File: src/rtl/dot_pkg.sv
// Shared types for the dot update scheduler: field widths, FSM encoding and
// the buffered request record.
package dot_pkg;
  localparam int DOT_ID_W     = 5;
  localparam int DOT_LOC_W    = 10;
  localparam int NUM_DOTS_DEF = 20;

  typedef enum logic [1:0] {
    ST_IDLE  = 2'd0,
    ST_ARMED = 2'd1,
    ST_DRAIN = 2'd2,
    ST_DONE  = 2'd3
  } dot_state_e;

  typedef struct packed {
    logic                 is_y;
    logic [DOT_ID_W-1:0]  id;
    logic [DOT_LOC_W-1:0] loc;
  } dot_req_t;
endpackage

File: src/rtl/dot_update_sched_if.sv
// Processor write-request channel plus the dot register write strobe channel.
// slave = scheduler side, master = processor / display model side.
interface dot_update_sched_if;
  import dot_pkg::*;

  logic                 wr_valid;
  logic                 wr_ready;
  logic                 wr_is_y;
  logic [DOT_ID_W-1:0]  wr_id;
  logic [DOT_LOC_W-1:0] wr_loc;

  logic                 dot_wren;
  logic                 dot_is_y;
  logic [DOT_ID_W-1:0]  dot_id;
  logic [DOT_LOC_W-1:0] dot_loc;

  modport slave (
    input  wr_valid, wr_is_y, wr_id, wr_loc,
    output wr_ready, dot_wren, dot_is_y, dot_id, dot_loc
  );

  modport master (
    output wr_valid, wr_is_y, wr_id, wr_loc,
    input  wr_ready, dot_wren, dot_is_y, dot_id, dot_loc
  );
endinterface

File: src/rtl/dot_req_fifo.sv
// Single-clock request FIFO with a registered occupancy count. Read data is
// the current head (show-ahead), so a pop consumes dout in the same cycle.
module dot_req_fifo import dot_pkg::*; #(
  parameter  int DEPTH = 16,
  localparam int AW    = $clog2(DEPTH)
) (
  input  logic     clk,
  input  logic     reset,
  input  logic     push,
  input  dot_req_t din,
  input  logic     pop,
  output dot_req_t dout,
  output logic     full,
  output logic     empty,
  output logic [AW:0] count
);
  localparam logic [AW:0] FULL_CNT = DEPTH[AW:0];

  dot_req_t      mem_q [DEPTH];
  logic [AW-1:0] wr_ptr_q, wr_ptr_d, rd_ptr_q, rd_ptr_d;
  logic [AW:0]   count_q, count_d;
  logic          do_push, do_pop;

  assign full    = (count_q == FULL_CNT);
  assign empty   = (count_q == '0);
  assign count   = count_q;
  assign dout    = mem_q[rd_ptr_q];
  assign do_push = push && !full;
  assign do_pop  = pop && !empty;

  // Pointer/count next state; pointers wrap naturally at the power-of-two depth.
  always_comb begin
    wr_ptr_d = wr_ptr_q;
    rd_ptr_d = rd_ptr_q;
    if (do_push) wr_ptr_d = wr_ptr_q + AW'(1);
    if (do_pop)  rd_ptr_d = rd_ptr_q + AW'(1);
    count_d = count_q + {{AW{1'b0}}, do_push} - {{AW{1'b0}}, do_pop};
  end

  // Control flops; reset flushes by clearing pointers and count.
  always_ff @(posedge clk or posedge reset) begin
    if (reset) begin
      wr_ptr_q <= '0;
      rd_ptr_q <= '0;
      count_q  <= '0;
    end else begin
      wr_ptr_q <= wr_ptr_d;
      rd_ptr_q <= rd_ptr_d;
      count_q  <= count_d;
    end
  end

  // Storage array; contents need no reset since the pointers gate validity.
  always_ff @(posedge clk) begin
    if (do_push) mem_q[wr_ptr_q] <= din;
  end
endmodule

File: src/rtl/dot_update_sched.sv
// Dot update scheduler: buffers processor coordinate writes and drains them
// to the display dot registers in the window opened by screen_end, limited to
// MAX_PER_FRAME writes per frame, then pulses frame_ack.
// Optional: define DOT_SCHED_DROP_CNT_EN to build the saturating counter of
// discarded illegal-ID requests; otherwise drop_cnt reads 0.
module dot_update_sched import dot_pkg::*; #(
  parameter int NUM_DOTS      = NUM_DOTS_DEF,
  parameter int FIFO_DEPTH    = 16,
  parameter int MAX_PER_FRAME = 32
) (
  input  logic clk,
  input  logic reset,
  input  logic screen_end,
  dot_update_sched_if.slave bus,
  output logic frame_ack,
  output logic busy,
  output logic [7:0] drop_cnt
);
  localparam int AW = $clog2(FIFO_DEPTH);
  localparam int CW = $clog2(MAX_PER_FRAME + 1);

  dot_state_e  state_q, state_d;
  logic [CW-1:0] pop_cnt_q, pop_cnt_d;
  dot_req_t    dot_q, dot_d, head, req;
  logic        dot_wren_q, dot_wren_d;
  logic        frame_ack_q, frame_ack_d;
  logic        busy_q, busy_d;
  logic        full, empty, pop;
  logic [AW:0] occ;
  logic        accept, id_ok, push_buf;

  assign bus.wr_ready = !full;
  assign accept   = bus.wr_valid && bus.wr_ready;
  assign id_ok    = 32'(bus.wr_id) < NUM_DOTS;
  // Illegal IDs are still handshaked, just never buffered.
  assign push_buf = accept && id_ok;
  assign req      = '{is_y: bus.wr_is_y, id: bus.wr_id, loc: bus.wr_loc};

  dot_req_fifo #(.DEPTH(FIFO_DEPTH)) u_fifo (
    .clk   (clk),
    .reset (reset),
    .push  (push_buf),
    .din   (req),
    .pop   (pop),
    .dout  (head),
    .full  (full),
    .empty (empty),
    .count (occ)
  );

  // Next state. The pop that produces the first strobe happens in the
  // screen_end cycle itself, so the strobe register shows it one cycle later.
  // DRAIN is left on the first cycle that cannot pop (empty or budget spent),
  // which is the cycle showing the last strobe, so frame_ack follows it.
  always_comb begin
    state_d   = state_q;
    pop_cnt_d = pop_cnt_q;
    pop       = 1'b0;
    case (state_q)
      ST_IDLE: begin
        if (screen_end)    state_d = ST_DONE;
        else if (push_buf) state_d = ST_ARMED;
      end
      ST_ARMED: begin
        if (screen_end) begin
          pop       = 1'b1;
          pop_cnt_d = CW'(1);
          state_d   = ST_DRAIN;
        end
      end
      ST_DRAIN: begin
        if (!empty && (32'(pop_cnt_q) < MAX_PER_FRAME)) begin
          pop       = 1'b1;
          pop_cnt_d = pop_cnt_q + CW'(1);
        end else begin
          state_d = ST_DONE;
        end
      end
      ST_DONE: begin
        state_d = (!empty || push_buf) ? ST_ARMED : ST_IDLE;
      end
      default: state_d = ST_IDLE;
    endcase
    dot_wren_d  = pop;
    dot_d       = pop ? head : '0;
    frame_ack_d = (state_d == ST_DONE);
    busy_d      = (state_d == ST_DRAIN) || (state_d == ST_DONE);
  end

  // State, budget counter and registered outputs.
  always_ff @(posedge clk or posedge reset) begin
    if (reset) begin
      state_q     <= ST_IDLE;
      pop_cnt_q   <= '0;
      dot_wren_q  <= 1'b0;
      dot_q       <= '0;
      frame_ack_q <= 1'b0;
      busy_q      <= 1'b0;
    end else begin
      state_q     <= state_d;
      pop_cnt_q   <= pop_cnt_d;
      dot_wren_q  <= dot_wren_d;
      dot_q       <= dot_d;
      frame_ack_q <= frame_ack_d;
      busy_q      <= busy_d;
    end
  end

  assign bus.dot_wren = dot_wren_q;
  assign bus.dot_is_y = dot_q.is_y;
  assign bus.dot_id   = dot_q.id;
  assign bus.dot_loc  = dot_q.loc;
  assign frame_ack    = frame_ack_q;
  assign busy         = busy_q;

`ifdef DOT_SCHED_DROP_CNT_EN
  logic [7:0] drop_cnt_q, drop_cnt_d;

  // Saturating count of handshaked requests with an out-of-range ID.
  always_comb begin
    drop_cnt_d = drop_cnt_q;
    if (accept && !id_ok && (drop_cnt_q != 8'hFF)) drop_cnt_d = drop_cnt_q + 8'd1;
  end

  // Drop counter register.
  always_ff @(posedge clk or posedge reset) begin
    if (reset) drop_cnt_q <= '0;
    else       drop_cnt_q <= drop_cnt_d;
  end

  assign drop_cnt = drop_cnt_q;
`else
  assign drop_cnt = 8'd0;
`endif

  // Occupancy is only observed through full/empty here.
  logic unused_occ;
  assign unused_occ = ^occ;
endmodule

File: src/flat_wrapper.sv
// flat-port wrapper written by rule: the top's interface ports become plain ports
module dot_update_sched_flat import dot_pkg::*;
#(
  parameter int NUM_DOTS      = NUM_DOTS_DEF,
  parameter int FIFO_DEPTH    = 16,
  parameter int MAX_PER_FRAME = 32
)
  (clk, reset, screen_end, frame_ack, busy, drop_cnt, bus_wr_valid, bus_wr_is_y, bus_wr_id, bus_wr_loc, bus_wr_ready, bus_dot_wren, bus_dot_is_y, bus_dot_id, bus_dot_loc);
  dot_update_sched_if bus_i ();
  input  logic clk;
  input  logic reset;
  input  logic screen_end;
  output logic frame_ack;
  output logic busy;
  output logic [7:0] drop_cnt;
  input wire logic [$bits(bus_i.wr_valid)-1:0] bus_wr_valid;
  input wire logic [$bits(bus_i.wr_is_y)-1:0] bus_wr_is_y;
  input wire logic [$bits(bus_i.wr_id)-1:0] bus_wr_id;
  input wire logic [$bits(bus_i.wr_loc)-1:0] bus_wr_loc;
  output wire logic [$bits(bus_i.wr_ready)-1:0] bus_wr_ready;
  output wire logic [$bits(bus_i.dot_wren)-1:0] bus_dot_wren;
  output wire logic [$bits(bus_i.dot_is_y)-1:0] bus_dot_is_y;
  output wire logic [$bits(bus_i.dot_id)-1:0] bus_dot_id;
  output wire logic [$bits(bus_i.dot_loc)-1:0] bus_dot_loc;
  assign bus_i.wr_valid = bus_wr_valid;
  assign bus_i.wr_is_y = bus_wr_is_y;
  assign bus_i.wr_id = bus_wr_id;
  assign bus_i.wr_loc = bus_wr_loc;
  assign bus_wr_ready = bus_i.wr_ready;
  assign bus_dot_wren = bus_i.dot_wren;
  assign bus_dot_is_y = bus_i.dot_is_y;
  assign bus_dot_id = bus_i.dot_id;
  assign bus_dot_loc = bus_i.dot_loc;
  dot_update_sched #(.NUM_DOTS(NUM_DOTS), .FIFO_DEPTH(FIFO_DEPTH), .MAX_PER_FRAME(MAX_PER_FRAME)) u_core (.clk(clk), .reset(reset), .screen_end(screen_end), .bus(bus_i), .frame_ack(frame_ack), .busy(busy), .drop_cnt(drop_cnt));
endmodule
File: config.mk
export PLATFORM = sky130hd
export DESIGN_NAME = dot_update_sched_flat
export DESIGN_NICKNAME = d
export VERILOG_FILES = /design/src/rtl/dot_pkg.sv /design/src/rtl/dot_update_sched_if.sv /design/src/rtl/dot_req_fifo.sv /design/src/rtl/dot_update_sched.sv /design/src/flat_wrapper.sv
export SDC_FILE = /design/constraint.sdc
export NUM_CORES = 1
export LEC_CHECK = 0
export CAP_MARGIN = 20
export CORE_ASPECT_RATIO = 0.9
export CORE_MARGIN = 4
export CORE_UTILIZATION = 50
export CTS_CLUSTER_SIZE = 40
export DETAILED_ROUTE_END_ITERATION = 8
export PLACE_DENSITY = 0.68
export SETUP_SLACK_MARGIN = 0.02
export SYNTH_ARGS = -nofsm -noshare
export SYNTH_HDL_FRONTEND = slang
export SYNTH_SLANG_ARGS = --single-unit
File: constraint.sdc
create_clock -name clk -period 7.2 [get_ports clk]
set_clock_uncertainty 0.1 [all_clocks]
set_input_delay 1.08 -clock clk [delete_from_list [all_inputs] [get_ports clk]]
set_output_delay 1.08 -clock clk [all_outputs]
set_load 0.02 [all_outputs]
### Word level (Yosys, flattened, before mapping)

Memory sizes are Yosys's and may differ from the RTL's.
Index checks and enable logic that the tools add are counted.

| storage, ports and cells | value |
|---|---|
| register bits after elaboration | 40 |
| latch bits | 0 |
| RAM bits | 256 |
| memory bits (read-only) | 0 |
| input bits | 20 |
| output and inout port bits | 28 |
| word-level logic and storage cells | 55 |
| memories kept | 1 |

| operators by class | value |
|---|---|
| add/sub/neg operators | 5 |
| multipliers | 0 |
| divide/modulo/power cells | 0 |
| order comparisons | 2 |
| eq/ne operators | 8 |
| shift-type cells | 0 |
| multiplexer cells | 15 |
| bitwise gates (word level) | 0 |
| reductions and logical operators | 13 |

Memories:

| name | words | width | rd ports | clocked after memory_dff | wr ports | RTL line | text |
|---|---|---|---|---|---|---|---|
| u_core.u_fifo.mem_q | 16 | 16 | 1 | 0 | 1 | dot_req_fifo.sv:19 | `dot_req_t mem_q [DEPTH];` |

Operator list:

| kind | count |
|---|---|
| 2-to-1 mux 16 bit | 1 |
| 2-to-1 mux 6 bit | 2 |
| case mux 6 bit (2 select lines) | 1 |
| adder 4 x 1 -> 4 bit (second input constant) | 2 |
| equality test 2 bit (second input constant) | 4 |
| 2-to-1 mux 2 bit | 4 |
| case mux 2 bit (4 select lines) | 1 |
| adder 6 x 1 -> 6 bit (second input constant) | 1 |
| less-than comparator 6 bit (second input constant) | 1 |
| adder 5 x 1 -> 5 bit | 1 |
| equality test 5 bit (second input constant) | 1 |
| logical AND 1 bit | 5 |
| zero test 5 bit | 1 |
| less-than comparator 5 bit (second input constant) | 1 |
| 2-to-1 mux 1 bit | 5 |
| subtractor 5 x 1 -> 5 bit | 1 |
| AND reduction 3 bit | 1 |
| equality test 2 x 1 -> 1 bit (second input constant) | 1 |
| zero test 1 bit | 2 |
| zero test 2 bit | 1 |
| logical OR 1 bit | 2 |
| inequality test 2 x 1 -> 1 bit (second input constant) | 1 |
| inequality test 2 bit (second input constant) | 1 |
| case mux 1 bit (2 select lines) | 1 |
| nonzero test 2 bit | 1 |

### Longest topological paths before layout

| depth | value |
|---|---|
| word-level depth | 9 |
| gate-level depth with buffers | 14 |
| gate-level depth less buffers | 13 |

### Cells and area by module

A second synthesis with hierarchy kept.

| unflattened totals | value |
|---|---|
| cells, all modules | 660 |
| area, all modules | 12134.1 um^2 |

Modules (own cells, without submodules):

| module | times used | cells each | area an instance (um^2) |
|---|---|---|---|
| dot_req_fifo | 1 | 550 | 10915.5 |
| dot_update_sched | 1 | 110 | 1218.7 |

### Worst setup path after synthesis

No wires, ideal clock.

| timing | value |
|---|---|
| path type | input to register |
| from | in bus_wr_id[3] |
| to | reg u_core.u_fifo.count_q[4] (netlist: u_core.u_fifo.count[4]) |
| arrival | 2.854 ns |
| slack | 4.123 ns |
| cell stages on the path | 12 |
| path buffers | 1 |
| cell sequence | o21ai_1 and3_1 buf_2 inv_2 ha_1 inv_1 ha_1 fa_1 a21oi_1 nor2_1 nor2_1 xnor2_1 |

| between the ends | value |
|---|---|
| cells in the longest elaborated chain, start to end | 5 |

Ends and longest elaborated chain:

| element | RTL line | text |
|---|---|---|
| start, declared | flat_wrapper.sv:18 | `input wire logic [$bits(bus_i.wr_id)-1:0] bus_wr_id;` |
| less-than comparator 5 bit | dot_update_sched.sv:34 | `assign id_ok = 32'(bus.wr_id) < NUM_DOTS;` |
| logical AND 1 bit | dot_update_sched.sv:36 | `assign push_buf = accept && id_ok;` |
| logical AND 1 bit | dot_req_fifo.sv:28 | `assign do_push = push && !full;` |
| adder 5 x 1 -> 5 bit | dot_req_fifo.sv:37 | `count_d = count_q + {{AW{1'b0}}, do_push} - {{AW{1'b0}}, do_pop};` |
| subtractor 5 x 1 -> 5 bit | dot_req_fifo.sv:37 |  |
| via u_core.u_fifo.count_d[4] | dot_req_fifo.sv:21 | `logic [AW:0] count_q, count_d;` |
| end signal, assigned | dot_req_fifo.sv:49 | `count_q <= count_d;` |
| end, declared | dot_req_fifo.sv:21 |  |

The timed path passes the listed nets, and every way through them passes these cells.
A chain may end at the register's enable or synchronous reset.

### Final worst setup path

| timing | value |
|---|---|
| from | in bus_wr_id[2] |
| to | mem u_core.u_fifo.mem_q[3][15] in the netlist's numbering, enable pin |

| between the ends | value |
|---|---|
| cells in the longest elaborated chain, start to end | 5 |

Ends and longest elaborated chain:

| element | RTL line | text |
|---|---|---|
| less-than comparator 5 bit | dot_update_sched.sv:34 |  |
| logical AND 1 bit | dot_update_sched.sv:36 |  |
| logical AND 1 bit | dot_req_fifo.sv:28 |  |
| 2-to-1 mux 1 bit | dot_req_fifo.sv:55 | `if (do_push) mem_q[wr_ptr_q] <= din;` |
| 2-to-1 mux 1 bit (not written as such) | dot_req_fifo.sv:55 |  |
| end, declared | dot_req_fifo.sv:19 |  |

Every way passes these cells.

==> flow_summary.json <==
{
  "worstSkewPairLatency_ps": 530,
  "cts_setup_buffers": 0,
  "async_reset_ff_frac": 0.135,
  "io_buffers": 39,
  "synth-edff-count": 256,
  "finalSetupViolations": 0,
  "hp-class": "flip-flop to flip-flop",
  "critical_path_required_ps": 7250,
  "cts_resized": 0,
  "worstPathArrival_ps": 3800,
  "synth_area_mm2": 0.0118,
  "reg2reg_to": "u_core.u_fifo.count[4]$_DFF_PP0_",
  "synth_cell_type_count": 52,
  "finalSetupTns_ps": 0,
  "grt_pass1_wl_um": 36100,
  "crit_end": "u_core.u_fifo.mem_q[3][15]$_DFFE_PP_",
  "initial_core_util": 0.507,
  "synthTopCellsByArea": "edfxtp_1 (65%), mux4_2 (12%), dfrtp_1 (8.5%), mux2i_1 (2.9%), ha_1 (1.7%)",
  "power.internal_mw": 3.62,
  "routed_wl_um": 23800,
  "die_width_um": 170,
  "combinationalPowerShare": 0.280,
  "area_growth_pct": 13.3,
  "gp_congestion": 0.776,
  "worst-r2r-setup-slack_ps": 4030,
  "cp_slowest_cell": "clkdlybuf4s50_1",
  "clock_sinks": 296,
  "finalCritPeriodShare": 0.520,
  "place_hpwl_um": 15000,
  "core_mm2": 0.0233,
  "via_count": 5437,
  "io_pins": 48,
  "status": "finished clean",
  "hold_viol_final": 0,
  "r2r_start": "u_core.state_q[0]$_DFF_PP0_",
  "postSynthCellCount": 573,
  "cts-root-buf": "clkbuf_16",
  "ant_nets": 0,
  "grt_usage": 0.186,
  "grt_max_degree": 41,
  "crit_fanout": 17,
  "period_needed_ps": 3750,
  "nets": 660,
  "critPathMaxStageDelay_ps": 770,
  "vdd_drop_max_uv": 293,
  "layout-drive-gt1-share": 0.206,
  "wl_per_cell_um": 25.1,
  "layout_setup_ws_ps": 3450,
  "max_slew.worst_pin.slew_ps": 924,
  "max_freq_mhz": 267,
  "yosysTopAreaCell": "edfxtp_1",
  "cts_made_buffers": 29,
  "cts_tree": "built",
  "dieArea_mm2": 0.0261,
  "slew_headroom": 0.383,
  "start_kind": "primary input",
  "max-cap-violations": 0,
  "p_sw_frac": 0.300,
  "syn-mean-instance-area_um2": 20.6,
  "drt_first_pass_iters": 4,
  "p_leak_nw": 4.55,
  "overflow": 0,
  "num_antenna_cells": 0,
  "path_cells": "clkdlybuf4s50_1, o21ai_1, and3_1, inv_2, nor3_1, and2_1",
  "nFillCells": 1672,
  "pwr-share-seq": 0.432,
  "fp.dieH_um": 154,
  "ys_ff_latch": 296,
  "drv_slew": 0,
  "yosysWarnings": 0,
  "ys_seq_area_frac": 0.736,
  "clk_pin_slew_ps": 60,
  "drt_iter0_drc": 500,
  "grt_pass1_vias": 5786,
  "ctsHoldBuffers": 0,
  "power_density_mw_per_mm2": 387,
  "post-route-drc-count": 0,
  "viasPerCell": 5.74,
  "pwr-share-clk": 0.288,
  "h-tree-depth": 1,
  "switching_power_mw": 1.55,
  "cts_buffer_depth": 3,
  "rr_worst_depth": 12,
  "grt_antenna_before_repair": 1,
  "synth_top_area_frac": 0.651,
  "path_class": "primary input to flip-flop",
  "cp-startpoint": "bus_wr_id[2]",
  "dp_slack_ps": 2860,
  "rsz0062_at_grt": "no",
  "num_rows": 53,
  "synth_top_flop_cell": "edfxtp_1",
  "endpoint_kind": "flip-flop"
}
## worst max-delay path, delay by kind of cell
kind / cells / cell delay, ps
simple gates: 3 / 1460
buf+inv: 2 / 920
compound gates: 1 / 320
## cell usage in the layout, fill, tap and decap left out, drive strengths merged, types with 2 or more instances in the layout
cell | synthesis | layout
clkdlybuf4s50 | 0 | 39
xor2 | 3 | 3
and2 | 17 | 17
o21ai | 6 | 6
a211oi | 2 | 2
xnor2 | 7 | 7
nand2 | 8 | 8
conb | 1 | 8
o22ai | 16 | 16
dfrtp | 40 | 40
nor2 | 10 | 10
nand3b | 3 | 3
edfxtp | 256 | 256
clkinvlp | 0 | 4
nor3 | 2 | 2
nand2b | 3 | 3
and3 | 3 | 3
clkbuf | 4 | 38
nand3 | 3 | 3
mux2 | 2 | 2
inv | 15 | 16
clkinv | 0 | 7
ha | 16 | 16
mux4 | 64 | 64
buf | 27 | 4
a31oi | 2 | 2
mux2i | 34 | 34
nor3b | 5 | 5
bufinv | 0 | 3
a21oi | 5 | 5
nand4 | 4 | 4
## through the flow
stage	hold WS, ps	std cells	util	power (mW)	cell area [um2]
final	460	947	0.575	5.17	13400
after global routing	467	947	0.575	5.44	13400
after CTS	455	947	0.575	5.23	13400
after detailed placement	441	894	0.534	3.75	12400
after global placement	423	894	0.534	3.70	12400
after floorplan	408	580	-	3.33	11800
## worst min-delay path by stage
stage	from	endpoint	slack (ps)	cells after the start
after floorplan	u_core.u_fifo.wr_ptr_q[3]$_DFFE_PP0N_	u_core.u_fifo.wr_ptr_q[3]$_DFFE_PP0N_	410	1
after global placement	u_core.pop_cnt_q[4]$_DFFE_PP0P_	u_core.pop_cnt_q[4]$_DFFE_PP0P_	420	2
after detailed placement	u_core.u_fifo.wr_ptr_q[3]$_DFFE_PP0N_	u_core.u_fifo.wr_ptr_q[3]$_DFFE_PP0N_	440	1
after CTS	u_core.u_fifo.wr_ptr_q[3]$_DFFE_PP0N_	u_core.u_fifo.wr_ptr_q[3]$_DFFE_PP0N_	460	1
after global routing	u_core.pop_cnt_q[4]$_DFFE_PP0P_	u_core.pop_cnt_q[4]$_DFFE_PP0P_	470	2
final	u_core.pop_cnt_q[4]$_DFFE_PP0P_	u_core.pop_cnt_q[4]$_DFFE_PP0P_	460	2
## per-layer routing
layer	global-route usage	up-vias	wire length, um
li1	-	2406	-
met1	0.269	2857	10000
met2	0.304	140	11900
met3	0.0280	34	1260
met4	0.0471	0	559
met5	0	-	0
## layout make-up
type                       instances  area [um2]  area share
sequential                       296        8690       0.650
timing repair buffer              43         420      0.0314
clock inverter                    15         160      0.0120
clock buffer                      38         790      0.0590
tap                              302         378      0.0283
multi-input combinational        238        2880       0.215
inverter                          15        56.3     0.00421
## power by group through the flow
stage,Clock (mW),Combinational [mW],Sequential [mW]
after floorplan,0,1.15,2.18
after global placement,0,1.44,2.26
after detailed placement,0,1.47,2.28
after CTS,1.51,1.48,2.24
after global routing,1.59,1.58,2.27
final,1.49,1.45,2.24
## Yosys cell counts (3+ instances only)
cell,n
o21ai_1,3
buf_4,10
o22ai_2,10
o22ai_1,6
nor2_1,10
nand4_1,4
and3_1,3
nand3_1,3
mux2i_1,34
buf_6,5
xor2_1,3
inv_1,14
dfrtp_1,40
and2_1,17
nand2b_1,3
xnor2_1,7
o21ai_0,3
mux4_2,64
nor3b_1,3
ha_1,16
clkbuf_1,4
nand2_1,8
edfxtp_1,256
buf_2,9
a21oi_1,5
## sequential cells by signal, indices dropped and copies added, names as in the netlist
register / cells
u_core.u_fifo.count: 5
u_core.bus.dot_loc: 10
u_core.bus.dot_wren: 1
u_core.frame_ack: 1
u_core.u_fifo.rd_ptr_q: 4
u_core.pop_cnt_q: 6
u_core.bus.dot_is_y: 1
u_core.bus.dot_id: 5
u_core.u_fifo.mem_q: 256
u_core.u_fifo.wr_ptr_q: 4
u_core.busy: 1
u_core.state_q: 2
## logic make-up (layout without fill, tap and decap cells)
family / Yosys count / count (layout) / synth area share
AO/OA/AOI/OAI: 38 / 38 / 0.0267
multiplexers: 100 / 100 / 0.153
AND/OR/NAND/NOR: 65 / 65 / 0.0355
adder cells (fa/ha/maj): 17 / 17 / 0.0186
buffers and inverters: 46 / 111 / 0.0229
other: 1 / 8 / 0.000318
flip-flops: 296 / 296 / 0.736
XOR/XNOR: 10 / 10 / 0.00742
No activity file was read; power rests on OpenSTA's default activity.
